`src/rtl/game_sequencer_pkg.sv`:
```
// rtl/game_sequencer_pkg.sv - shared types and constants for the game sequencer
// Purpose: FSM state enum, move-kind enum, field geometry and piece-id limits.
package game_sequencer_pkg;

  localparam int COLS    = 20;
  localparam int ROWS    = 20;
  localparam int SPAWN_X = 8;

  localparam int                 PIECE_W   = 3;
  localparam logic [PIECE_W-1:0] PIECE_MAX = 3'd6;

  typedef enum logic [2:0] {
    ST_SPAWN,
    ST_SPAWN_CHK,
    ST_PLAY,
    ST_MOVE_CHK,
    ST_LOCK,
    ST_CLEAR,
    ST_OVER
  } state_t;

  typedef enum logic [1:0] {
    MV_ROT,
    MV_LEFT,
    MV_RIGHT,
    MV_DOWN
  } move_t;

  // The random source can produce one id beyond the last real piece; fold it to 0.
  function automatic logic [PIECE_W-1:0] legal_piece(input logic [PIECE_W-1:0] r);
    return (r > PIECE_MAX) ? '0 : r;
  endfunction

endpackage

```
`src/rtl/game_sequencer_gravity_timer.sv`:
```
// rtl/game_sequencer_gravity_timer.sv - gravity tick counter for the game sequencer
// Purpose: counts 0..DIV-1 while enabled and pulses tick on the wrap cycle.
// Ports:
//   clk, rst : clock, asynchronous active-high reset
//   en       : count enable
//   clr      : synchronous clear (wins over en)
//   tick     : one-cycle pulse in the cycle the counter wraps
module gravity_timer #(
  parameter int DIV = 4
) (
  input  logic clk,
  input  logic rst,
  input  logic en,
  input  logic clr,
  output logic tick
);

  localparam int            CW   = $clog2(DIV);
  localparam logic [CW-1:0] LAST = CW'(DIV - 1);

  logic [CW-1:0] count;

  assign tick = en && !clr && (count == LAST);

  always_ff @(posedge clk or posedge rst) begin
    if (rst) begin
      count <= '0;
    end else if (clr) begin
      count <= '0;
    end else if (en) begin
      count <= (count == LAST) ? '0 : count + 1'b1;
    end
  end

endmodule

```
`src/rtl/game_sequencer.sv`:
```
// rtl/game_sequencer.sv - active-piece controller for the playfield datapath
// Purpose: owns piece id/x/y/rotation, turns key pulses and gravity into candidate
// moves, runs the collision-check / lock / row-clear handshakes, keeps score.
// Ports:
//   clk, rst                       : clock, asynchronous active-high reset
//   key_left/right/rot/drop        : one-cycle key pulses
//   random                         : piece source, sampled in SPAWN
//   chk_req, cand_*                : collision-check request and candidate
//   chk_ack, chk_collide           : check result
//   cur_*                          : committed piece state
//   lock_req / lock_done           : merge handshake
//   clr_req / clr_done, clr_lines  : row-clear handshake
//   score, score_flag, gameover    : status
module game_sequencer #(
  parameter int FALL_DIV = 25000000,
  parameter int SPAWN_X  = game_sequencer_pkg::SPAWN_X
) (
  input  logic        clk,
  input  logic        rst,
  input  logic        key_left,
  input  logic        key_right,
  input  logic        key_rot,
  input  logic        key_drop,
  input  logic [2:0]  random,
  output logic        chk_req,
  output logic [2:0]  cand_piece,
  output logic [4:0]  cand_x,
  output logic [4:0]  cand_y,
  output logic [1:0]  cand_rot,
  input  logic        chk_ack,
  input  logic        chk_collide,
  output logic [2:0]  cur_piece,
  output logic [4:0]  cur_x,
  output logic [4:0]  cur_y,
  output logic [1:0]  cur_rot,
  output logic        lock_req,
  input  logic        lock_done,
  output logic        clr_req,
  input  logic        clr_done,
  input  logic [2:0]  clr_lines,
  output logic [15:0] score,
  output logic        score_flag,
  output logic        gameover
);
  import game_sequencer_pkg::*;

  localparam logic [4:0] SPAWN_X5 = 5'(SPAWN_X);

  state_t state, next_state;
  move_t  move_kind, next_move;

  logic pend_rot, pend_left, pend_right, pend_drop, pend_fall;
  logic clr_rot, clr_left, clr_right, clr_drop, clr_fall;
  logic issue, commit, timer_clr, tick, live;
  logic [16:0] score_sum;

  gravity_timer #(.DIV(FALL_DIV)) u_timer (
    .clk  (clk),
    .rst  (rst),
    .en   ((state == ST_PLAY) || (state == ST_MOVE_CHK)),
    .clr  (timer_clr),
    .tick (tick)
  );

  // Requests are pure state decodes: they rise with state entry and fall the
  // cycle after the ack moves the FSM on, so an ack outside the state is ignored.
  assign chk_req  = (state == ST_SPAWN_CHK) || (state == ST_MOVE_CHK);
  assign lock_req = (state == ST_LOCK);
  assign clr_req  = (state == ST_CLEAR);
  assign gameover = (state == ST_OVER);
  assign live     = (state != ST_OVER);

  assign score_sum = {1'b0, score} + {14'd0, clr_lines};

  always_ff @(posedge clk or posedge rst) begin
    if (rst) state <= ST_SPAWN;
    else     state <= next_state;
  end

  always_comb begin
    next_state = state;
    next_move  = move_kind;
    issue      = 1'b0;
    commit     = 1'b0;
    timer_clr  = 1'b0;
    clr_rot    = 1'b0;
    clr_left   = 1'b0;
    clr_right  = 1'b0;
    clr_drop   = 1'b0;
    clr_fall   = 1'b0;
    case (state)
      ST_SPAWN: next_state = ST_SPAWN_CHK;
      ST_SPAWN_CHK: begin
        if (chk_ack) begin
          if (chk_collide) begin
            next_state = ST_OVER;
          end else begin
            commit     = 1'b1;
            timer_clr  = 1'b1;
            next_state = ST_PLAY;
          end
        end
      end
      ST_PLAY: begin
        // Edge moves are dropped without a check; a bottom-row fall locks directly.
        if (pend_rot) begin
          clr_rot    = 1'b1;
          issue      = 1'b1;
          next_move  = MV_ROT;
          next_state = ST_MOVE_CHK;
        end else if (pend_left) begin
          clr_left = 1'b1;
          if (cur_x != 5'd0) begin
            issue      = 1'b1;
            next_move  = MV_LEFT;
            next_state = ST_MOVE_CHK;
          end
        end else if (pend_right) begin
          clr_right = 1'b1;
          if (cur_x != 5'd31) begin
            issue      = 1'b1;
            next_move  = MV_RIGHT;
            next_state = ST_MOVE_CHK;
          end
        end else if (pend_drop || pend_fall) begin
          clr_drop = pend_drop;
          clr_fall = !pend_drop;
          if (cur_y == 5'd31) begin
            next_state = ST_LOCK;
          end else begin
            issue      = 1'b1;
            next_move  = MV_DOWN;
            next_state = ST_MOVE_CHK;
          end
        end
      end
      ST_MOVE_CHK: begin
        if (chk_ack) begin
          if (!chk_collide) begin
            commit     = 1'b1;
            next_state = ST_PLAY;
          end else if (move_kind == MV_DOWN) begin
            next_state = ST_LOCK;
          end else begin
            next_state = ST_PLAY;
          end
        end
      end
      ST_LOCK: begin
        clr_fall = 1'b1;
        if (lock_done) next_state = ST_CLEAR;
      end
      ST_CLEAR: if (clr_done) next_state = ST_SPAWN;
      ST_OVER:  next_state = ST_OVER;
      default:  next_state = ST_SPAWN;
    endcase
  end

  always_ff @(posedge clk or posedge rst) begin
    if (rst) begin
      cand_piece <= '0;
      cand_x     <= '0;
      cand_y     <= '0;
      cand_rot   <= '0;
      cur_piece  <= '0;
      cur_x      <= SPAWN_X5;
      cur_y      <= '0;
      cur_rot    <= '0;
      move_kind  <= MV_ROT;
      pend_rot   <= 1'b0;
      pend_left  <= 1'b0;
      pend_right <= 1'b0;
      pend_drop  <= 1'b0;
      pend_fall  <= 1'b0;
      score      <= '0;
      score_flag <= 1'b0;
    end else begin
      if (state == ST_SPAWN) begin
        cand_piece <= legal_piece(random);
        cand_x     <= SPAWN_X5;
        cand_y     <= '0;
        cand_rot   <= '0;
      end else if (issue) begin
        cand_piece <= cur_piece;
        cand_x     <= cur_x;
        cand_y     <= cur_y;
        cand_rot   <= cur_rot;
        move_kind  <= next_move;
        case (next_move)
          MV_ROT:   cand_rot <= cur_rot + 2'd1;
          MV_LEFT:  cand_x   <= cur_x - 5'd1;
          MV_RIGHT: cand_x   <= cur_x + 5'd1;
          default:  cand_y   <= cur_y + 5'd1;
        endcase
      end
      if (commit) begin
        cur_piece <= cand_piece;
        cur_x     <= cand_x;
        cur_y     <= cand_y;
        cur_rot   <= cand_rot;
      end
      // A fresh pulse wins over the clear of the same flag so it is never lost.
      pend_rot   <= (pend_rot   & ~clr_rot)   | (key_rot   & live);
      pend_left  <= (pend_left  & ~clr_left)  | (key_left  & live);
      pend_right <= (pend_right & ~clr_right) | (key_right & live);
      pend_drop  <= (pend_drop  & ~clr_drop)  | (key_drop  & live);
      pend_fall  <= (pend_fall  & ~clr_fall)  | tick;
      score_flag <= 1'b0;
      if ((state == ST_CLEAR) && clr_done) begin
        score      <= score_sum[16] ? 16'hFFFF : score_sum[15:0];
        score_flag <= (clr_lines != 3'd0);
      end
    end
  end

endmodule

```
`config.mk`:
```
export PLATFORM = sky130hd
export DESIGN_NAME = game_sequencer
export DESIGN_NICKNAME = d
export VERILOG_FILES = /design/src/rtl/game_sequencer_pkg.sv /design/src/rtl/game_sequencer_gravity_timer.sv /design/src/rtl/game_sequencer.sv
export SDC_FILE = /design/constraint.sdc
export NUM_CORES = 1
export LEC_CHECK = 0
export CORE_ASPECT_RATIO = 1.4
export CORE_UTILIZATION = 59
export CTS_CLUSTER_DIAMETER = 200
export DETAILED_ROUTE_END_ITERATION = 8
export PLACE_DENSITY = 0.95
export SLEW_MARGIN = 10
export SYNTH_ARGS = -nofsm -noshare
export SYNTH_HDL_FRONTEND = slang
export SYNTH_SLANG_ARGS = --single-unit
```
`constraint.sdc`:
```
create_clock -name clk -period 9.1 [get_ports clk]
set_input_delay 2.73 -clock clk [delete_from_list [all_inputs] [get_ports clk]]
set_output_delay 2.73 -clock clk [all_outputs]
set_load 0.01 [all_outputs]
```
==> qor.yml <==
run_status:
  status: "complete, no violations"
die:
  ios: 67
  num_rows: 37
  dieArea_sq_mm: 0.00804
  die_height_um: 106
  floorplan.initialDensity_pct: 61.2
  die-width_um: 76.1
  core_area_sq_mm: 0.00741
job:
  max-cap-violations: 0
route:
  avgRoutedWirePerCell_um: 17.2
  drt_pass1_iterations: 6
  ant_nets: 0
  wl_mm: 10.8
  avgViaCountPerCell: 6.31
  drt_drc_violations_left: 0
  drt_iter0_markers: 288
  detailroute.via_count: 3974
timing:
  final_hold_violating_endpoints: 0
  tightest_slew_ns: 1.10
  clock_skew_ns: 0.0104
  unrepaired_setup_endpoints_after_global_routing: "false"
  final_min_period_over_clock_period_pct: 51.5
  final-max-slew-violation-count: 0
  finalWorstSetupSlack_ns: 4.41
  finalSetupViolations: 0
  tns_ns: 0
  timing.final.crit_period_ns: 4.69
  fmax_ghz: 0.213
  timing.max_slew.rel_slack_pct: 26.7
power_and_ir_drop:
  leakage_power_figure_nw: 2.35
  power_density_mw_per_mm2: 287
  max-vdd-ir-drop_mv: 0.251
critical_path:
  timing.setup.critical_path_class: "reg -> out"
  worst_setup_path_end_kind: "output port"
  critical_path_required_ns: 6.37
  cp_max_fo: 11
  crit_path_frequent_cell: "inv_1"
  cpPeakStageDelay_ns: 0.54
  timing.critical_path.slowest_stage_cell: "clkdlybuf4s50_1"
  cp_cell_sequence: "inv_1 -> nand3_1 -> inv_1 -> clkdlybuf4s50_1"
  critical_path.startpoint_type: "flop"
  cp.arrival_ns: 1.96
placement:
  place_ws_ns: 4.17
  dpl.hpwl_mm: 7.36
  io_buffer_count: 66
  globalplace.congestion: 0.829
  post_dp_cell_area_sq_mm: 0.00523
grt:
  grt_util_overall_pct: 28.3
  first_global_vias: 3888
  grt_pass1_wl_mm: 18.1
  antenna_violations_before_repair: 0
  gr-total-overflow: 0
  grt_start_max_net_pins: 83
synth:
  yosys_register_bits: 82
  yosysWarnings: 0
  netlist-cell-type-count: 67
  ys_seq_area_share_pct: 45.3
  synth_fp_nets: 503
  post_synth_instance_area_sq_mm: 0.00453
  synth_edf_count: 0
  syn_area_per_cell_sq_um: 9.58
  postSynthCellCount: 473
  fraction_of_registers_with_async_set_reset_pct: 100
  postSynth.topFlopCell: "dfrtp_1"
clocking:
  cts_hold_buffers: 0
  cts_root_buffer: "clkbuf_8"
  cts.repair_timing.setup_buffer_count: 0
  clock_network_latency_to_the_later_pin_of_the_worst_skew_pair_ns: 0.36
  cts-htree-levels: 3
  clock_sink_count: 82
  cts_made_buffers: 9
  clk_transition_reported_paths_ns: 0.08
  tritoncts: "built"
  cts-resized-gates: 0
  cts_buffer_depth: 2
worst_hold_path:
  hp_class: "reg -> reg"
cells_and_area:
  finalNetCount: 558
  n_antenna_cell: 0
  share_of_cells_above_drive_strength_1_pct: 9.57
  layout.filler_cells: 518
  synthToLayoutAreaGrowth_pct: 20.1
  stdcell_area_sq_mm: 0.00544
## path summary, 6_finish.rpt
check,cells after the start,slack (ns),start,to
worst max-delay path,4,4.41,state[0]$_DFFE_PP0P_,gameover
worst min-delay path,1,0.51,u_timer.count[14]$_DFFE_PP0P_,u_timer.count[14]$_DFFE_PP0P_
worst max register to register,15,5.16,cur_y[0]$_DFFE_PP0P_,cand_x[4]$_DFFE_PP0P_
worst min register to register,1,0.51,u_timer.count[14]$_DFFE_PP0P_,u_timer.count[14]$_DFFE_PP0P_
max in group asynchronous,3,5.45,rst,u_timer.count[4]$_DFFE_PP0P_
min in group asynchronous,3,3.03,rst,score[11]$_DFFE_PP0P_
## cells in the mapped netlist (7+ instances only)
master | instances | share of area, %
mux2i_1 | 7 | 1.5
nand2_1 | 51 | 4.2
nand3_1 | 33 | 3.6
mux2_2 | 15 | 3.7
inv_1 | 18 | 1.5
clkbuf_1 | 8 | 0.66
ha_1 | 12 | 3.3
nand4_1 | 7 | 0.97
and3_1 | 7 | 0.97
nor2_1 | 21 | 1.7
xor2_1 | 9 | 1.7
nor3_1 | 10 | 1.1
buf_2 | 10 | 1.1
o211ai_1 | 7 | 1.2
a21oi_1 | 23 | 2.5
o21ai_0 | 32 | 3.5
xnor2_1 | 8 | 1.5
a31oi_1 | 22 | 3.0
dfrtp_1 | 81 | 45
## cell usage in the layout (no fill, tap or decap), types with 3 or more instances in the layout
cell type	count
dfrtp_1	81
nor3_1	10
a31oi_1	22
mux2i_1	7
nand2_1	51
and2_1	3
inv_1	17
clkbuf_8	9
o21ai_1	3
or2_2	3
nor4_1	5
nor2_1	21
nand2b_1	5
mux2_2	15
nand3_1	33
o211ai_1	7
a21oi_1	23
xor2_1	9
nand3b_1	3
and4_1	3
clkdlybuf4s50_1	66
o31ai_1	3
ha_1	12
nor4b_1	3
o21ai_0	32
a21o_1	5
and3_1	7
xnor2_1	8
nor2b_1	3
a22o_1	4
nand4_1	7
or3_1	3
## logic make-up after synthesis
| logic type | Yosys count | share of synthesized area (%) |
|---|---|---|
| muxes | 22 | 5.27 |
| xor gates and xnor gates | 17 | 3.29 |
| DFF | 82 | 45.3 |
| adders and majority gates | 14 | 4.20 |
| buffers and inverters | 42 | 4.31 |
| AOI/OAI and AO/OA | 123 | 17.7 |
| and+or+nand+nor | 173 | 20.0 |
## report_power, final
group          internal, mW  switching [mW]
clock                 0.154           0.132
combinational         0.317           0.380
sequential            0.461           0.119
## flip-flops by register name (all words and copies together), names as in the netlist
register       flops
cand_piece         3
cand_rot           2
cand_x             5
cand_y             5
cur_piece          3
cur_rot            2
cur_x              5
cur_y              5
move_kind          2
pend_drop          1
pend_fall          1
pend_left          1
pend_right         1
pend_rot           1
score             16
score_flag         1
state              3
u_timer.count     25
## layout make-up
type | count | area [sq um] | area share [%]
sequential | 82 | 2050 | 37.7
timing repair buffer | 68 | 676 | 12.4
multi-input combinational | 349 | 2310 | 42.5
tap | 97 | 121 | 2.23
clock inverter | 5 | 80.1 | 1.47
clock buffer | 11 | 131 | 2.41
inverter | 18 | 67.6 | 1.24
## layer usage
| layer | share of wire (%) | GRT usage (%) |
|---|---|---|
| met5 | 0 | 0 |
| met4 | 1.9 | 13.2 |
| met3 | 6.3 | 6.32 |
| met2 | 53 | 51.2 |
| met1 | 39 | 31.5 |
## stage by stage
step,utilization (%),total power [mW],instances,hold WS [ns]
floorplan,-,1.03,473,0.443
global placement,70.6,1.23,614,0.473
detailed placement,70.6,1.27,614,0.488
CTS,73.5,1.56,630,0.497
global route,73.5,1.66,630,0.523
finish,73.5,1.56,630,0.507
## critical path: cells and delay by family, from the launching register on
kind	cells	cell delay [ns]
simple gates	1	0.19
buf+inv	3	0.91
flops	1	0.50
Note: power is estimated with default switching activity, not from simulation.
